File: src/rtl/bram_fifo_ctrl_pkg.sv
// Shared constants and types for the block-RAM FIFO controller.
// RAM_LAT is the fixed read latency of the simple-dual-port RAM beside the controller.
package bram_fifo_ctrl_pkg;

    localparam int unsigned RAM_LAT = 2;

    // One flag per RAM read stage: bit 0 = issued last cycle, bit RAM_LAT-1 = data on dataout now.
    typedef logic [RAM_LAT-1:0] rd_pipe_t;

    function automatic int unsigned ram_depth(input int unsigned addr_w);
        return 32'd1 << addr_w;
    endfunction

endpackage

File: src/rtl/bram_fifo_ctrl_if.sv
// Write-side and read-side valid/ready streams of the block-RAM FIFO.
// master = producer/consumer environment, slave = the FIFO controller.
interface bram_fifo_ctrl_if #(
    parameter int unsigned DATA_W = 36
) ();

    logic              wr_valid;
    logic              wr_ready;
    logic [DATA_W-1:0] wr_data;
    logic              rd_valid;
    logic              rd_ready;
    logic [DATA_W-1:0] rd_data;

    modport master (
        output wr_valid, wr_data, rd_ready,
        input  wr_ready, rd_valid, rd_data
    );

    modport slave (
        input  wr_valid, wr_data, rd_ready,
        output wr_ready, rd_valid, rd_data
    );

endinterface

File: src/rtl/bram_fifo_obuf.sv
// Small register FIFO that absorbs RAM read latency; entry 0 is always the head,
// so the head word and its valid flag come straight from registers.
module bram_fifo_obuf #(
    parameter int unsigned DATA_W = 36,
    parameter int unsigned DEPTH  = 4,
    localparam int unsigned CNT_W = $clog2(DEPTH + 1)
) (
    input  logic              clk,
    input  logic              reset,
    input  logic              flush,
    input  logic              push,
    input  logic [DATA_W-1:0] push_data,
    input  logic              pop,
    output logic [CNT_W-1:0]  count,
    output logic [DATA_W-1:0] head,
    output logic              head_valid
);

    logic [DATA_W-1:0] mem_q [DEPTH];
    logic [DATA_W-1:0] mem_d [DEPTH];
    logic [CNT_W-1:0]  count_q;
    logic [CNT_W-1:0]  count_d;
    logic [CNT_W-1:0]  wr_idx;
    logic              do_pop;
    logic              do_push;

    always_comb begin
        mem_d   = mem_q;
        count_d = count_q;
        do_pop  = 1'b0;
        do_push = 1'b0;
        wr_idx  = '0;
        if (flush) begin
            for (int i = 0; i < int'(DEPTH); i++) begin
                mem_d[i] = '0;
            end
            count_d = '0;
        end else begin
            do_pop = pop && (count_q != '0);
            if (do_pop) begin
                for (int i = 0; i < int'(DEPTH) - 1; i++) begin
                    mem_d[i] = mem_q[i + 1];
                end
                mem_d[DEPTH-1] = '0;
            end
            // A word popped this cycle frees the slot the pushed word lands in.
            wr_idx  = count_q - CNT_W'(do_pop);
            do_push = push && (wr_idx < CNT_W'(DEPTH));
            for (int i = 0; i < int'(DEPTH); i++) begin
                if (do_push && (wr_idx == CNT_W'(i))) begin
                    mem_d[i] = push_data;
                end
            end
            count_d = count_q + CNT_W'(do_push) - CNT_W'(do_pop);
        end
    end

    always_ff @(posedge clk or posedge reset) begin
        if (reset) begin
            for (int i = 0; i < int'(DEPTH); i++) begin
                mem_q[i] <= '0;
            end
            count_q <= '0;
        end else begin
            mem_q   <= mem_d;
            count_q <= count_d;
        end
    end

    assign count      = count_q;
    assign head       = mem_q[0];
    assign head_valid = (count_q != '0);

endmodule

File: src/rtl/bram_fifo_ctrl.sv
// Streaming FIFO controller around a 2-cycle-latency simple-dual-port block RAM.
// Drives all RAM addresses/write enable and hides read latency behind a credit-managed buffer.
module bram_fifo_ctrl
    import bram_fifo_ctrl_pkg::*;
#(
    parameter int unsigned ADDR_W  = 9,
    parameter int unsigned DATA_W  = 36,
    parameter int unsigned OUT_BUF = 4
) (
    input  logic              clk,
    input  logic              reset,
    input  logic              flush,
    bram_fifo_ctrl_if.slave   bus,
    output logic [ADDR_W+1:0] level,
    output logic [ADDR_W-1:0] ram_rdaddr,
    output logic [ADDR_W-1:0] ram_wraddr,
    output logic              ram_we,
    output logic [DATA_W-1:0] ram_datain,
    input  logic [DATA_W-1:0] ram_dataout
);

    localparam int unsigned DEPTH  = ram_depth(ADDR_W);
    localparam int unsigned CNT_W  = ADDR_W + 1;
    localparam int unsigned LVL_W  = ADDR_W + 2;
    localparam int unsigned OB_W   = $clog2(OUT_BUF + 1);
    localparam int unsigned CRED_W = OB_W + 2;

    logic [ADDR_W-1:0] wr_ptr_q, wr_ptr_d;
    logic [ADDR_W-1:0] rd_ptr_q, rd_ptr_d;
    logic [CNT_W-1:0]  ram_count_q, ram_count_d;
    rd_pipe_t          rd_pipe_q, rd_pipe_d;
    logic              wr_stalled_q, wr_stalled_d;

    logic              wr_ok;
    logic              wr_fire;
    logic              rd_issue;
    logic [CRED_W-1:0] credit_used;
    logic [OB_W-1:0]   ob_count;
    logic              ob_push;
    logic              ob_pop;

    // Data lands on dataout RAM_LAT cycles after issue; it must have been sampled with we = 0.
    assign ob_push = rd_pipe_q[RAM_LAT-1];
    assign ob_pop  = bus.rd_valid && bus.rd_ready && !flush;

    always_comb begin
        // Blocking writes while a read is in its sampling cycle keeps the RAM output register live.
        wr_ok = !reset && !flush && (ram_count_q < CNT_W'(DEPTH)) && !rd_pipe_q[0];
        wr_fire = bus.wr_valid && wr_ok;

        // Buffer slots are reserved for every read still in the RAM pipeline.
        credit_used = CRED_W'(ob_count) + CRED_W'($countones(rd_pipe_q));
        rd_issue = (ram_count_q != '0) && (credit_used < CRED_W'(OUT_BUF)) && !flush
                   && !(bus.wr_valid && wr_stalled_q);

        wr_ptr_d     = wr_ptr_q;
        rd_ptr_d     = rd_ptr_q;
        ram_count_d  = ram_count_q;
        rd_pipe_d    = rd_pipe_q;
        wr_stalled_d = wr_stalled_q;
        if (flush) begin
            wr_ptr_d     = '0;
            rd_ptr_d     = '0;
            ram_count_d  = '0;
            rd_pipe_d    = '0;
            wr_stalled_d = 1'b0;
        end else begin
            wr_ptr_d     = wr_ptr_q + ADDR_W'(wr_fire);
            rd_ptr_d     = rd_ptr_q + ADDR_W'(rd_issue);
            ram_count_d  = ram_count_q + CNT_W'(wr_fire) - CNT_W'(rd_issue);
            rd_pipe_d    = {rd_pipe_q[RAM_LAT-2:0], rd_issue};
            // Remembering a p1-blocked write lets it win the next cycle against a new read.
            wr_stalled_d = bus.wr_valid && rd_pipe_q[0];
        end
    end

    always_ff @(posedge clk or posedge reset) begin
        if (reset) begin
            wr_ptr_q     <= '0;
            rd_ptr_q     <= '0;
            ram_count_q  <= '0;
            rd_pipe_q    <= '0;
            wr_stalled_q <= 1'b0;
        end else begin
            wr_ptr_q     <= wr_ptr_d;
            rd_ptr_q     <= rd_ptr_d;
            ram_count_q  <= ram_count_d;
            rd_pipe_q    <= rd_pipe_d;
            wr_stalled_q <= wr_stalled_d;
        end
    end

    bram_fifo_obuf #(
        .DATA_W (DATA_W),
        .DEPTH  (OUT_BUF)
    ) u_obuf (
        .clk        (clk),
        .reset      (reset),
        .flush      (flush),
        .push       (ob_push),
        .push_data  (ram_dataout),
        .pop        (ob_pop),
        .count      (ob_count),
        .head       (bus.rd_data),
        .head_valid (bus.rd_valid)
    );

    assign bus.wr_ready = wr_ok;
    assign ram_we       = wr_fire;
    assign ram_datain   = bus.wr_data;
    assign ram_wraddr   = wr_ptr_q;
    assign ram_rdaddr   = rd_ptr_q;
    assign level        = LVL_W'(ram_count_q) + LVL_W'($countones(rd_pipe_q)) + LVL_W'(ob_count);

endmodule

File: src/flat_wrapper.sv
// flat-port wrapper written by rule: the top's interface ports become plain ports
module bram_fifo_ctrl_flat import bram_fifo_ctrl_pkg::*;
#(
    parameter int unsigned ADDR_W  = 9,
    parameter int unsigned DATA_W  = 36,
    parameter int unsigned OUT_BUF = 4
)
  (clk, reset, flush, level, ram_rdaddr, ram_wraddr, ram_we, ram_datain, ram_dataout, bus_wr_valid, bus_wr_data, bus_rd_ready, bus_wr_ready, bus_rd_valid, bus_rd_data);
  bram_fifo_ctrl_if #(.DATA_W(DATA_W)) bus_i ();
  input  logic clk;
  input  logic reset;
  input  logic flush;
  output logic [ADDR_W+1:0] level;
  output logic [ADDR_W-1:0] ram_rdaddr;
  output logic [ADDR_W-1:0] ram_wraddr;
  output logic ram_we;
  output logic [DATA_W-1:0] ram_datain;
  input  logic [DATA_W-1:0] ram_dataout;
  input wire logic [$bits(bus_i.wr_valid)-1:0] bus_wr_valid;
  input wire logic [$bits(bus_i.wr_data)-1:0] bus_wr_data;
  input wire logic [$bits(bus_i.rd_ready)-1:0] bus_rd_ready;
  output wire logic [$bits(bus_i.wr_ready)-1:0] bus_wr_ready;
  output wire logic [$bits(bus_i.rd_valid)-1:0] bus_rd_valid;
  output wire logic [$bits(bus_i.rd_data)-1:0] bus_rd_data;
  assign bus_i.wr_valid = bus_wr_valid;
  assign bus_i.wr_data = bus_wr_data;
  assign bus_i.rd_ready = bus_rd_ready;
  assign bus_wr_ready = bus_i.wr_ready;
  assign bus_rd_valid = bus_i.rd_valid;
  assign bus_rd_data = bus_i.rd_data;
  bram_fifo_ctrl #(.ADDR_W(ADDR_W), .DATA_W(DATA_W), .OUT_BUF(OUT_BUF)) u_core (.clk(clk), .reset(reset), .flush(flush), .bus(bus_i), .level(level), .ram_rdaddr(ram_rdaddr), .ram_wraddr(ram_wraddr), .ram_we(ram_we), .ram_datain(ram_datain), .ram_dataout(ram_dataout));
endmodule
File: config.mk
export PLATFORM = sky130hd
export DESIGN_NAME = bram_fifo_ctrl_flat
export DESIGN_NICKNAME = d
export VERILOG_FILES = /design/src/rtl/bram_fifo_ctrl_pkg.sv /design/src/rtl/bram_fifo_ctrl_if.sv /design/src/rtl/bram_fifo_obuf.sv /design/src/rtl/bram_fifo_ctrl.sv /design/src/flat_wrapper.sv
export SDC_FILE = /design/constraint.sdc
export NUM_CORES = 1
export LEC_CHECK = 0
export ABC_CLOCK_PERIOD_IN_PS = 7400
export BUFFER_PORTS_ARGS = -buffer_cell sky130_fd_sc_hd__buf_2
export CORE_MARGIN = 3
export CORE_UTILIZATION = 45
export DETAILED_ROUTE_END_ITERATION = 12
export GPL_TIMING_DRIVEN = 0
export PLACE_DENSITY = 0.64
export SLEW_MARGIN = 20
export SYNTH_ARGS = -nofsm -noshare
export SYNTH_HDL_FRONTEND = slang
export SYNTH_SLANG_ARGS = --single-unit
File: constraint.sdc
create_clock -name clk -period 7.4 [get_ports clk]
set_input_delay 1.11 -clock clk [delete_from_list [all_inputs] [get_ports clk]]
set_output_delay 1.11 -clock clk [all_outputs]
set_load 0.02 [all_outputs]
; ---- Word-level counts from Yosys, hierarchy flattened
; Cells that the tools add are included.
[classes]
addsub = 11
n_lt_le_gt_ge = 3
eq_ne = 3
muxes = 12
n_reduce_logical = 28
[ops]
columns = cell, n
row1 = 144-bit 2-to-1 mux, 2
row2 = 36-bit 2-to-1 mux, 4
row3 = 9-bit by 1-bit adder with 9-bit output, 2
row4 = 9-bit 2-to-1 mux, 2
row5 = 1-bit logical AND, 17
row6 = 3-bit nonzero test, 5
row7 = 10-bit by 11-bit adder with 11-bit output, 1
row8 = 11-bit by 3-bit adder with 11-bit output, 1
row9 = 10-bit by 1-bit adder with 10-bit output, 1
row10 = 10-bit < comparator (second input constant), 1
row11 = 10-bit 2-to-1 mux, 1
row12 = 10-bit nonzero test, 1
row13 = 10-bit by 1-bit subtractor with 10-bit output, 1
row14 = 3-bit by 2-bit equality test with 1-bit output (second input constant), 2
row15 = 3-bit by 1-bit subtractor with 3-bit output, 2
row16 = 3-bit by 5-bit adder with 5-bit output, 1
row17 = 5-bit by 3-bit < comparator with 1-bit output (second input constant), 1
row18 = 1-bit zero test, 4
row19 = 3-bit by 1-bit adder with 3-bit output, 1
row20 = 3-bit by 1-bit equality test with 1-bit output (second input constant), 1
row21 = 3-bit zero test, 1
row22 = 3-bit < comparator (second input constant), 1
row23 = 3-bit 2-to-1 mux, 1
row24 = 1-bit by 1-bit adder with 2-bit output, 1
row25 = 2 further kinds, 2
[totals]
register_bits = 178
inputBits = 77
output_inout_bits = 104
wordCells = 67

; ---- Longest topological paths before layout
; Gate-level depths: netlist of the first run.
[logic_depth]
ltp_word = 10
mapped_depth = 14
depth_no_buf = 14

; ---- Cells and area by module
; Synthesis of the first run repeated with hierarchy kept, for this count alone.
[unflattened]
hier_cells = 846
hier_area_um2 = 9419.0
[modules_own_cells]
columns = module, instances, cells_each, area_per_inst_um2, seq_area_each_um2
row1 = bram_fifo_obuf, 1, 601, 7089.3, 3678.5
row2 = bram_fifo_ctrl, 1, 245, 2329.7, 775.7

; ---- Worst setup path before layout of the first run
; Ideal clock, no wire load.
[synth_path]
kind = input to register
start = input flush
end = register u_core.ram_count_q[6]
setup_ps = 132
t_arrival_ps = 3948
required_time_ps = 7268
setup_slack_ps = 3320
cell_stages = 12
n_path_buf = 1
cell_sequence = clkbuf_1 -> nor4_1 -> nand2_1 -> ha_1 -> inv_1 -> ha_1 -> fa_1 -> a21oi_1 -> nor4b_1 -> or3_1 -> xnor2_1 -> nor2_1
[synth_between]
elab_chain_cells = 8
elab_cells_between_ends = 10
cone_classes = 2 x add/sub / 1 x mux / 7 x reduce/logical
[synth_lines]
columns = item, line
row1 = from (decl), flat_wrapper.sv:12  ; input logic flush;
row2 = 1-bit zero test, bram_fifo_ctrl.sv:48  ; wr_ok = !reset && !flush && (ram_count_q < CNT_W'(DEPTH)) && !rd_pipe_q[0];
row3 = 1-bit logical AND (3 in a row), bram_fifo_ctrl.sv:48
row4 = via bus_wr_ready, flat_wrapper.sv:22  ; output wire logic [$bits(bus_i.wr_ready)-1:0] bus_wr_ready;
row5 = 1-bit logical AND, bram_fifo_ctrl.sv:49  ; wr_fire = bus.wr_valid && wr_ok;
row6 = 10-bit by 1-bit adder with 10-bit output, bram_fifo_ctrl.sv:70  ; ram_count_d = ram_count_q + CNT_W'(wr_fire) - CNT_W'(rd_issue);
row7 = 10-bit by 1-bit subtractor with 10-bit output, bram_fifo_ctrl.sv:70
row8 = 10-bit 2-to-1 mux, bram_fifo_ctrl.sv:61  ; if (flush) begin
row9 = via u_core.ram_count_d[6], bram_fifo_ctrl.sv:30  ; logic [CNT_W-1:0] ram_count_q, ram_count_d;
row10 = to (signal assigned), bram_fifo_ctrl.sv:87  ; ram_count_q <= ram_count_d;
row11 = to (decl), bram_fifo_ctrl.sv:30
; The timed path passes the listed nets, and every way through them passes these cells.
; A chain may end at the register's enable or synchronous reset.

; ---- Final worst setup path of the first run
[layout_path]
start = register u_core.rd_pipe_q[1]
end = output level[9]
[layout_between]
elab_chain_cells = 3
[layout_lines]
columns = item, line
row1 = from (decl), bram_fifo_ctrl.sv:31  ; rd_pipe_t rd_pipe_q, rd_pipe_d;
row2 = from (signal assigned), bram_fifo_ctrl.sv:88  ; rd_pipe_q <= rd_pipe_d;
row3 = 1-bit by 1-bit adder with 2-bit output (not written as such), bram_fifo_ctrl.sv:113  ; assign level = LVL_W'(ram_count_q) + LVL_W'($countones(rd_pipe_q)) + LVL_W'(ob_count);
row4 = 10-bit by 11-bit adder with 11-bit output, bram_fifo_ctrl.sv:113
row5 = 11-bit by 3-bit adder with 11-bit output, bram_fifo_ctrl.sv:113
row6 = to (decl), flat_wrapper.sv:13  ; output logic [ADDR_W+1:0] level;
; No other way between the ends.

==> results of run 1 <==
state kept, by name (all words and copies together), names as in the netlist:
signal	cells
u_core.u_obuf.mem_q	108
u_core.u_obuf.count	3
u_core.wr_stalled_q	1
u_core.ram_rdaddr	9
u_core.ram_wraddr	9
u_core.u_obuf.head	36
u_core.rd_pipe_q	2
u_core.ram_count_q	10
per-stage QoR:
step,area (um2),TNS [ns],cells
2_1_floorplan,9040,0,867
3_3_place_gp,10100,-133.30,1275
3_5_place_dp,10100,0,1276
4_1_cts,10800,0,1308
5_1_grt,10800,0,1308
6_report,10800,0,1308
area by class of cell:
type                       instances  share of cell area, %
sequential                       178                   41.4
multi-input combinational        543                   33.6
buffer                           124                   8.26
timing repair buffer             144                   6.91
clock buffer                      17                   3.96
tap                              265                   3.08
clock inverter                    15                   1.91
inverter                          22                  0.838
synthesized netlist by cell type (9+ instances only):
cell and n:
o21ai_0 76, xor2_1 9, nand2_1 114, inv_1 22, nor2_1 25, dfrtp_1 178
a22oi_1 108, buf_2 14, buf_6 14, buf_4 80, clkbuf_1 16, a21oi_1 10
xnor2_1 18, o21ai_1 38, ha_1 34, a22o_1 31, nor2b_1 15
routing by layer:
layer  vias up  track usage [%]  wire, um  share of wire (%)
met5         -                0        28               0.14
met4         6             4.10       144               0.70
met3        14             4.90      1190                5.7
met2       167             29.7      9600                 47
met1      3245             27.4      9660                 47
li1       3322                -         -                  -
layout by cell type, fill, tap and decap left out, types with 2 or more instances in the layout:
cell type,n
xor2_1,9
clkinv_2,2
o21ai_1,38
and4bb_1,2
a22oi_1,108
a21oi_1,10
nor2_8,3
clkbuf_1,16
fa_1,5
or3_1,6
inv_6,3
xnor2_1,18
nor4_1,2
buf_2,157
nand4_1,3
nor2_4,4
a22o_2,6
bufinv_16,4
buf_4,80
ha_1,34
clkinv_4,3
o31a_1,2
clkbuf_16,17
o21ai_0,76
dfrtp_1,178
nand3_1,8
clkinvlp_4,3
nor2_1,25
a21o_1,2
nand2_1,114
a22o_1,31
nor2b_1,15
buf_6,14
inv_1,21
worst max path at each step:
stage | startpoint | to | slack [ns] | depth (start not counted)
floorplan | reset | u_core.ram_count_q[0] | 1.46 | 1
global placement | reset | u_core.u_obuf.head[16] | -0.76 | 2
detailed placement | flush | u_core.ram_count_q[6] | 3.41 | 12
CTS | u_core.rd_pipe_q[1] | level[9] | 3.31 | 9
global route | u_core.rd_pipe_q[1] | level[9] | 3.09 | 9
finish | u_core.rd_pipe_q[1] | level[9] | 3.33 | 9
power groups by stage:
stage,clock network (uW),logic (uW),registers (uW)
after floorplan,0,983,1180
after global placement,0,1270,1200
after detailed placement,0,1290,1210
after CTS,983,1290,1190
after global routing,1030,1430,1210
final,965,1280,1190
worst max-delay path: stages, from the launching register on:
cell       delay (ns)
dfrtp_1          0.48
ha_1             0.27
fa_1             0.50
ha_1             0.17
inv_1            0.06
fa_1             0.39
nor2b_1          0.21
o2111ai_1        0.14
xnor2_1          0.15
buf_2            0.18
logic make-up after synthesis:
logic type                 Yosys count
AOI/OAI and AO/OA                  283
and+or+nand+nor                    193
buffers and inverters              146
xor gates and xnor gates            27
DFF                                178
muxes                                1
adders and majority gates           39
==> impl_results.md, run 1 <==
- Status: finished, final reports clean
- Clock skew: 0.00916 ns
- Sequential power share: 34.6%
- Nets@finish: 1146
- Tot GR Track Use: 19.2%
- Worst Hold End: u_core.u_obuf.head[15]
- RSZ-0062 raised after global routing: false
- Pre-CTS setup slack: 3.41 ns
- Synth Area in Compound Gates: 20.9%
- Register area share after synthesis: 49.3%
- Total Routed Length: 20.6 mm
- Post-synth top flop: dfrtp_1
- Post-synthesis xor/xnor area fraction: 2.62%
- Maximum VDD drop: 242 uV
- Full die area: 0.0218 mm2
- Post-synthesis cell type count: 50
- PortBufs: 143
- Drt first pass iters: 5
- Clock share of power: 28.1%
- Worst R2R Setup Slack: 3.81 ns
- Post-synth EDFFs: 0
- Antenna violations before repair: 3
- Peak Freq: 246 MHz
- Hold Path Class: flip-flop to flip-flop
- Post-synth top area cell: dfrtp_1
- Num CTS Buffers: 17
- CTS HTree Levels: 4
- Remaining DRCs: 0
- Mapped Nets: 983
- Yosys top cell area share: 49.3%
- Worst EP arrival: 2.96 ns
- CTS Hold Bufs: 0
- Largest family of logic cells by synthesized area: compound AO/OA/AOI/OAI gates
- Worst setup EP type: output port
- MaxCap Viol Count: 0
- Via count: 6754
- Lkg Pwr: 0.00514 uW
- Gate power share: 37.3%
- Min Hold Slack: 0.476 ns
- Yosys warns: 0
- Syn Inst Count: 867
- Simple-Gate Fraction of Synth Area: 10.5%
- CTS Buffer Depth: 2
- Fillers: 1828
- Worst Setup Slack, final: 3.33 ns
- # IOs: 181
- Sw Share: 36.1%
- Largest cells by area after synthesis: dfrtp_1 (49%), a22oi_1 (9.0%), buf_4 (6.6%)
- Synth Area in Adders: 5.81%
- FF/Latch Area: 0.00445 mm2
- GP Congestion: 0.784
- FF+latch count, synth: 178
- CTS tree: done
- Core Util, Final: 54.9%
- Internal: 2200 uW
- Postcts setup bufs: 0
- CP startpoint kind: flip-flop
- Slew Viols, Final: 0
- Clock Pin Slew Worst Setup and Hold Paths: 0.07 ns
- DR WL/cell: 15.8 um
- Asr flop ratio synth: 100%
- Via/cell ratio: 5.16
- Mux contribution to synthesized area: 0.125%
- Vias in the first global route: 6626
- Share of layout cells above drive strength 1: 29.2%
- Multi-input gate area: 0.00362 mm2
- Initial Util: 46.2%
- Endpoints failing setup: 0
- Tcrit/Tclk final: 55.0%
- Row count: 51
- Die Ht: 148 um
- WS Path Type: flip-flop to output port
- Routed Antenna Nets: 0
- Critical Path Fanout Max: 5
- DR iter-0 viols: 395
- Slew HR: 26.8%
- DP HPWL: 14.8 mm
- Reg-to-reg critical path endpoint: u_core.ram_count_q[6]
- Clock root buffer: clkbuf_16
- Tot Pwr: 3440 uW
- Hold Vio Cnt, Final: 0
- PwrDens: 319 mW/mm2
- Post-CTS resize count: 0
- Clock sink count: 178
- Hold Path Depth: 2
- Worst Max-Slew Pin Slew: 1.09 ns
- GR Overflow Total: 0
- Mapped Area: 0.00904 mm2
- Average size of a mapped cell: 10.4 um2
- Layout area overhead: 18.9%
- Die span in x: 148 um
- Hold path startpoint: u_core.u_obuf.head[15]
- Ant diodes: 0
- Critical Path RT: 6.29 ns
- Worst Reg2Reg Path Length in Cells: 14
- CORE AREA: 0.0196 mm2
- Switching power: 1240 uW
- First-pass GRT wire length: 34.2 mm
- Tmin final: 4.07 ns
- Largest net degree at the start of global routing: 98
- Worst-Skew Late Latency: 0.42 ns
- Reg2reg start: u_core.rd_pipe_q[1]
(Power assumes the default switching activity.)
==> inputs of run 2 (changes only) <==
ABC_AREA = 1   (was not set)
ABC_CLOCK_PERIOD_IN_PS = 3810   (was 7400)
clock period = 3.81 ns   (was 7.4 ns; I/O delays follow)
==> run 2 against run 1 <==
Register-to-register slack got worse by 2.9 ns. Power increased by 85%. Die area grew 7.1%. Via count increased by 21%. Synthesized cell count grew 46%. Clock power up 92%. Non-clock buffer count up 3. Utilization down 0.19 points. Largest power group unchanged.
==> impl_results.md, run 2 <==
- Largest cells by area after synthesis: dfrtp_1 (46%), nand2_1 (20%), o21ai_0 (7.4%)
- Maximum VDD drop: 306 uV (+26%)
- Antenna violations before repair: 2 (-1)
- WS Path Type: flip-flop to output port
- PortBufs: 144 (+0.70%)
- Clock skew: 0.0105 ns (+0.00137 ns)
- Status: finished, final reports clean
- Leading cell type in the layout, fill and taps excluded: nand2_1
- Slew HR: 52.5% (+26 points)
- Worst-Skew Late Latency: 0.43 ns (about the same)
- Via/cell ratio: 4.74 (-8.2%)
- Tmin final: 3.54 ns
- Vias in the first global route: 8062 (+22%)
- CTS HTree Levels: 4 (unchanged)
- Count leader, synth: nand2_1
- Routed Antenna Nets: 0 (unchanged)
- Share of layout cells above drive strength 1: 20.6% (-8.7 points)
- Ant diodes: 0 (unchanged)
- MaxCap Viol Count: 0 (unchanged)
- Peak Freq: 282 MHz
- Tot GR Track Use: 20.6% (+1.4 points)
- Top cells by count, synth: nand2_1 (515), dfrtp_1 (178), o21ai_0 (143)
- Worst path bufs/invs: 2 (unchanged)
- Worst path top cell family by delay: adder cells
- CORE AREA: 0.0211 mm2 (+7.6%)
- Endpoints failing setup: 0 (unchanged)
- Critical Path RT: 3.24 ns (-3.05 ns)
- Slew Viols, Final: 0 (unchanged)
- Average size of a mapped cell: 7.65 um2 (-27%)
- Die span in x: 153 um (+3.5%)
- Die Ht: 153 um (+3.5%)
- GP Congestion: 0.808 (+3.0%)
- Clock root buffer: clkbuf_16
- Post-synthesis cell type count: 33 (-34%)
- CTS Hold Bufs: 0 (unchanged)
- DR WL/cell: 13.7 um (-13%)
- Min Hold Slack: 0.268 ns (-0.209 ns)
- Worst setup EP type: output port
- CP startpoint kind: flip-flop
- Asr flop ratio synth: 100% (unchanged)
- Total Routed Length: 23.6 mm (+14%)
- Clock Pin Slew Worst Setup and Hold Paths: 0.07 ns (about the same)
- Layout area overhead: 18.8%
- Nets@finish: 1555 (+36%)
- Via count: 8183 (+21%)
- # IOs: 181 (unchanged)
- Post-synth EDFFs: 0 (unchanged)
- Biggest register: u_core.u_obuf.mem_q
- Critical Path Fanout Max: 3 (-2)
- Hold Vio Cnt, Final: 0 (unchanged)
- FF+latch count, synth: 178 (unchanged)
- Aggregate negative setup slack: 0 ns (unchanged)
- Hold Path Class: input port to asynchronous set/reset pin
- Mapped Area: 0.00971 mm2 (+7.4%)
- Yosys warns: 0 (unchanged)
- GR Overflow Total: 0 (unchanged)
- Worst EP arrival: 2.97 ns (about the same)
- Max FFs per register: 108 (unchanged)
- Drt first pass iters: 5 (unchanged)
- Remaining DRCs: 0 (unchanged)
- CTS Buffer Depth: 2 (unchanged)
- PwrDens: 551 mW/mm2 (+72%)
- First-pass GRT wire length: 40.0 mm (+17%)
- Cell Chain, Critical Path: ha_1 > fa_1 > ha_1 > inv_1 > fa_1 > o21ai_1 > nand3_1 > xor2_1 > buf_2
- Num CTS Buffers: 17 (unchanged)
- Yosys top cell area share: 45.9% (-3.4 points)
- Post-synth top area cell: dfrtp_1
- Row count: 53 (+3.9%)
- Post-synth top flop: dfrtp_1
- Largest net degree at the start of global routing: 34 (-65%)
- RSZ-0062 raised after global routing: false
- DR iter-0 viols: 477 (+21%)
- CTS tree: done
- Worst R2R Setup Slack: 0.95 ns (-2.86 ns)
- Mapped Nets: 1386 (+41%)
- Full die area: 0.0234 mm2 (+7.1%)
- Max stage delay on crit path: 0.52 ns (+0.02 ns)
- Slowest cell on crit path: fa_1
- Clock sink count: 178 (unchanged)
- Lkg Pwr: 0.00633 uW (+23%)
- Tcrit/Tclk final: 92.9%
- Register area share after synthesis: 45.9% (-3.4 points)
- Syn Inst Count: 1270 (+46%)
- Initial Util: 46.0% (-0.11 points)
- DP HPWL: 16.8 mm (+13%)
- Commonest cells after routing, fill and taps aside: nand2_1 (515), dfrtp_1 (178), buf_2 (163), o21ai_0 (142), inv_1 (134)
- Worst Max-Slew Pin Slew: 0.712 ns (-0.377 ns)
==> run 2: through the flow <==
stage	std cells	total power, uW	setup WS, ns	instance area [um2]	utilization [%]
2_1_floorplan	1270	3870	0.554	9710	-
3_3_place_gp	1689	4500	-0.328	10800	51.1
3_5_place_dp	1695	4550	0.362	10900	51.8
4_1_cts	1727	6420	0.127	11500	54.7
5_1_grt	1727	6820	0.136	11500	54.7
6_report	1727	6350	0.270	11500	54.7
==> run 2: per-layer routing <==
layer	vias to the layer above	part of all wire (%)	GRT usage, %
met1	3808	47	28.3
met5	-	0.098	0
li1	4182	-	-
met4	4	0.62	3.82
met3	15	5.3	4.87
met2	174	47	33.8
==> run 2: cells by family after synthesis <==
logic type | count (synthesis) | synth area share [%]
compound gates | 183 | 10.1
xor+xnor | 8 | 0.722
fa+ha+maj | 39 | 5.41
buf+inv | 259 | 13.4
flops | 178 | 45.9
simple gates | 603 | 24.5
==> run 2: final timing paths <==
kind / to / depth (start not counted) / startpoint
min in group clk: u_core.u_obuf.mem_q[14] / 3 / ram_dataout[14]
worst max register to register: u_core.u_obuf.mem_q[40] / 12 / u_core.u_obuf.count[1]
max in group asynchronous: u_core.u_obuf.head[20] / 4 / reset
worst min-delay path: u_core.ram_wraddr[4] / 2 / reset
worst max-delay path: level[9] / 9 / u_core.rd_pipe_q[1]
worst min register to register: u_core.u_obuf.mem_q[60] / 2 / u_core.u_obuf.mem_q[60]
==> run 2: cell type report <==
| type | count | area, um2 |
|---|---|---|
| plain buffers | 121 | 782 |
| clock buffers | 18 | 439 |
| clock inverters | 14 | 176 |
| fillers | 2057 | 9550 |
| inverters | 138 | 524 |
| multi-input cells | 833 | 3950 |
| flip-flops and latches | 178 | 4450 |
| well taps | 275 | 344 |
| repair buffers | 150 | 863 |
==> run 2: power by group <==
group	internal [uW]	total, uW	switching, uW
clock network	1060	1850	795
registers	2030	2170	136
logic	779	2330	1550
total	3870	6350	2480
==> run 2: repair_timing <==
action | 4_1_cts | 5_1_grt
endpoints found under the setup margin | 0 | 2
gates resized for setup | 0 | 1
buffers inserted | 0 | 0
==> inputs of run 3 (changes only) <==
CORE_UTILIZATION = 56   (was 45)
PLACE_DENSITY = 0.77   (was 0.64)
==> run 3 against run 2 <==
Register-to-register slack barely moved. Clock-buffer cell count up 4. Non-clock buffer count did not move. Die area is 19% lower. Setup slack got worse by 0.022 ns. Utilization rose by 13 points. Global-route usage rose by 4.4 points. Critical path depth did not move. Design area decreased by 1.0%. Clock skew decreased by 0.0033 ns. First-iteration DRC count increased by 6.7%. Critical endpoint unchanged.
==> impl_results.md, run 3 (synthesis gave the netlist of run 2 again) <==
- Worst path bufs/invs: 2 (unchanged)
- CP startpoint kind: flip-flop
- Peak Freq: 281 MHz (-0.63%)
- Total Routed Length: 23.1 mm (-2.1%)
- Reg2reg start: u_core.u_obuf.count[1]
- Worst EP arrival: 2.99 ns (+0.02 ns)
- Fillers: 1438 (-30%)
- Via/cell ratio: 4.98 (+5.2%)
- Largest net degree at the start of global routing: 34 (unchanged)
- Biggest register: u_core.u_obuf.mem_q
- Tcrit/Tclk final: 93.5% (+0.59 points)
- Hold Path Class: input port to asynchronous set/reset pin
- Hold Vio Cnt, Final: 0 (unchanged)
- WS Path Type: flip-flop to output port
- Share of layout cells above drive strength 1: 20.5% (-0.14 points)
- CORE AREA: 0.0168 mm2 (-21%)
- Worst Max-Slew Pin Slew: 0.569 ns (-0.143 ns)
- DR WL/cell: 13.8 um (+1.2%)
- Leading cell type in the layout, fill and taps excluded: nand2_1
- Max stage delay on crit path: 0.49 ns (-0.03 ns)
- Clock Pin Slew Worst Setup and Hold Paths: 0.07 ns (about the same)
- Critical Path RT: 3.24 ns (about the same)
- Launch point of the worst path: u_core.rd_pipe_q[0]
- Remaining DRCs: 0 (unchanged)
- Commonest cells after routing, fill and taps aside: nand2_1 (515), dfrtp_1 (178), buf_2 (163), o21ai_0 (142), inv_1 (134)
- Slew HR: 62.1% (+9.6 points)
- Worst-Skew Late Latency: 0.43 ns (about the same)
- Maximum VDD drop: 355 uV (+16%)
- Die span in x: 138 um (-10%)
- PwrDens: 548 mW/mm2 (-0.51%)
- Initial Util: 57.9% (+12 points)
- Sw Share: 38.8% (-0.30 points)
- RSZ-0062 raised after global routing: false
- DR iter-0 viols: 509 (+6.7%)
- Aggregate negative setup slack: 0 ns (unchanged)
- GR Overflow Total: 0 (unchanged)
- Ant diodes: 0 (unchanged)
- Num CTS Buffers: 17 (unchanged)
- DP HPWL: 16.6 mm (-1.3%)
- Drt first pass iters: 5 (unchanged)
- Gate power share: 37.5% (+0.8 points)
- Endpoints failing setup: 0 (unchanged)
- Tot Pwr: 6260 uW (-1.5%)
- Reg-to-reg critical path endpoint: u_core.u_obuf.head[35]
- Antenna violations before repair: 1 (-1)
- GP Congestion: 0.848 (+5.0%)
- Clock skew: 0.00718 ns (-0.00334 ns)
- First-pass GRT wire length: 37.8 mm (-5.6%)
- Tmin final: 3.56 ns (+0.0223 ns)
- CTS HTree Levels: 4 (unchanged)
- Postcts setup bufs: 0 (unchanged)
- Worst Reg2Reg Path Length in Cells: 15 (+3)
- Slew Viols, Final: 0 (unchanged)
- Lkg Pwr: 0.00631 uW (-0.22%)
- Routed Antenna Nets: 0 (unchanged)
- Cell Chain, Critical Path: ha_1 > fa_1 > ha_1 > inv_1 > fa_1 > o21ai_1 > nand3_1 > xor2_1 > buf_2
- Nets@finish: 1555 (unchanged)
- Row count: 47 (-11%)
- Worst path top cell family by delay: adder cells
- # IOs: 181 (unchanged)
- Via count: 8332 (+1.8%)
- Worst R2R Setup Slack: 0.96 ns (about the same)
- Layout area overhead: 17.6%
- Critical Path Fanout Max: 4 (+1)
- PortBufs: 144 (unchanged)
- Clock share of power: 27.8% (-1.4 points)
- Sequential power share: 34.7% (+0.6 points)
- Clock sink count: 178 (unchanged)
- MaxCap Viol Count: 0 (unchanged)
- Vias in the first global route: 7934 (-1.6%)
- Die Ht: 138 um (-10%)
- CTS tree: done
- Switching power: 2430 uW (-2.3%)
- Internal: 3830 uW (-1.0%)
- CTS Buffer Depth: 2 (unchanged)
- Full die area: 0.0190 mm2 (-19%)
- Clock root buffer: clkbuf_16
- Slowest cell on crit path: fa_1
- Status: finished, final reports clean
- Min Hold Slack: 0.153 ns (-0.115 ns)
- Worst setup EP type: output port
- Tot GR Track Use: 25.0% (+4.4 points)
- Max FFs per register: 108 (unchanged)
==> run 3: cell types whose count changed in the layout (fill, tap and decap cells not counted) <==
cell and change:
clkinv_2 +4, clkinvlp_4 -1, buf_16 -2, bufinv_16 -1, buf_12 +2, clkbuf_1 +2, clkinv_4 -4, inv_6 -2
clkbuf_8 +2
==> run 3: metal layers <==
layer	vias to the layer above	share of wire, %	track usage, %
met5	-	0.056	0
li1	4185	-	-
met3	31	7.2	6.46
met2	244	47	40.4
met4	2	1.3	6.60
met1	3870	44	33.6
==> run 3: timing repair <==
action	CTS	global route
resized for setup	0	1
endpoints found under the setup margin	0	1
hold buffers	0	0
==> run 3: worst register-to-register path, stage by stage (launching register included) <==
cell and delay, ns:
dfrtp_1 0.45, inv_1 0.16, nand3_2 0.13, nand2_4 0.14, nor2_1 0.08, ha_1 0.21
ha_1 0.20, inv_1 0.06, nand2_1 0.09, nand3_2 0.12, inv_4 0.08, nand2_2 0.19
clkbuf_1 0.45, o21ai_0 0.23, nand2_1 0.12, nand2_1 0.05
==> run 3: how the worst max path moves through the flow <==
| stage | end | slack, ns | depth (start not counted) |
|---|---|---|---|
| floorplan | u_core.ram_count_q[6] | 0.55 | 14 |
| global placement | u_core.u_obuf.mem_q[15] | -0.18 | 2 |
| detailed placement | u_core.u_obuf.count[2] | 0.36 | 14 |
| CTS | level[9] | 0.10 | 9 |
| global route | level[9] | 0.12 | 9 |
| finish | level[9] | 0.25 | 9 |
==> run 3: power groups by stage <==
stage / sequential [uW] / clock [uW] / combinational, uW
finish: 2170 / 1740 / 2350
global route: 2190 / 1850 / 2620
CTS: 2170 / 1750 / 2360
detailed placement: 2200 / 0 / 2340
global placement: 2200 / 0 / 2270
floorplan: 2170 / 0 / 1690
==> run 3: metrics by stage <==
step | instance area, um2 | util, % | std cells | worst slack (ns)
2_1_floorplan | 9710 | - | 1270 | 0.554
3_3_place_gp | 10700 | 63.9 | 1634 | -0.177
3_5_place_dp | 10800 | 64.7 | 1640 | 0.359
4_1_cts | 11400 | 68.1 | 1672 | 0.103
5_1_grt | 11400 | 68.1 | 1672 | 0.124
6_report | 11400 | 68.1 | 1672 | 0.247
==> run 3: layout make-up <==
type,count,area [um2],share of cell area (%)
inverters,138,524,4.59
flip-flops and latches,178,4450,39.0
clock buffers,22,474,4.15
clock inverters,10,106,0.931
plain buffers,121,782,6.85
well taps,220,275,2.41
repair buffers,150,848,7.43
multi-input cells,833,3950,34.6
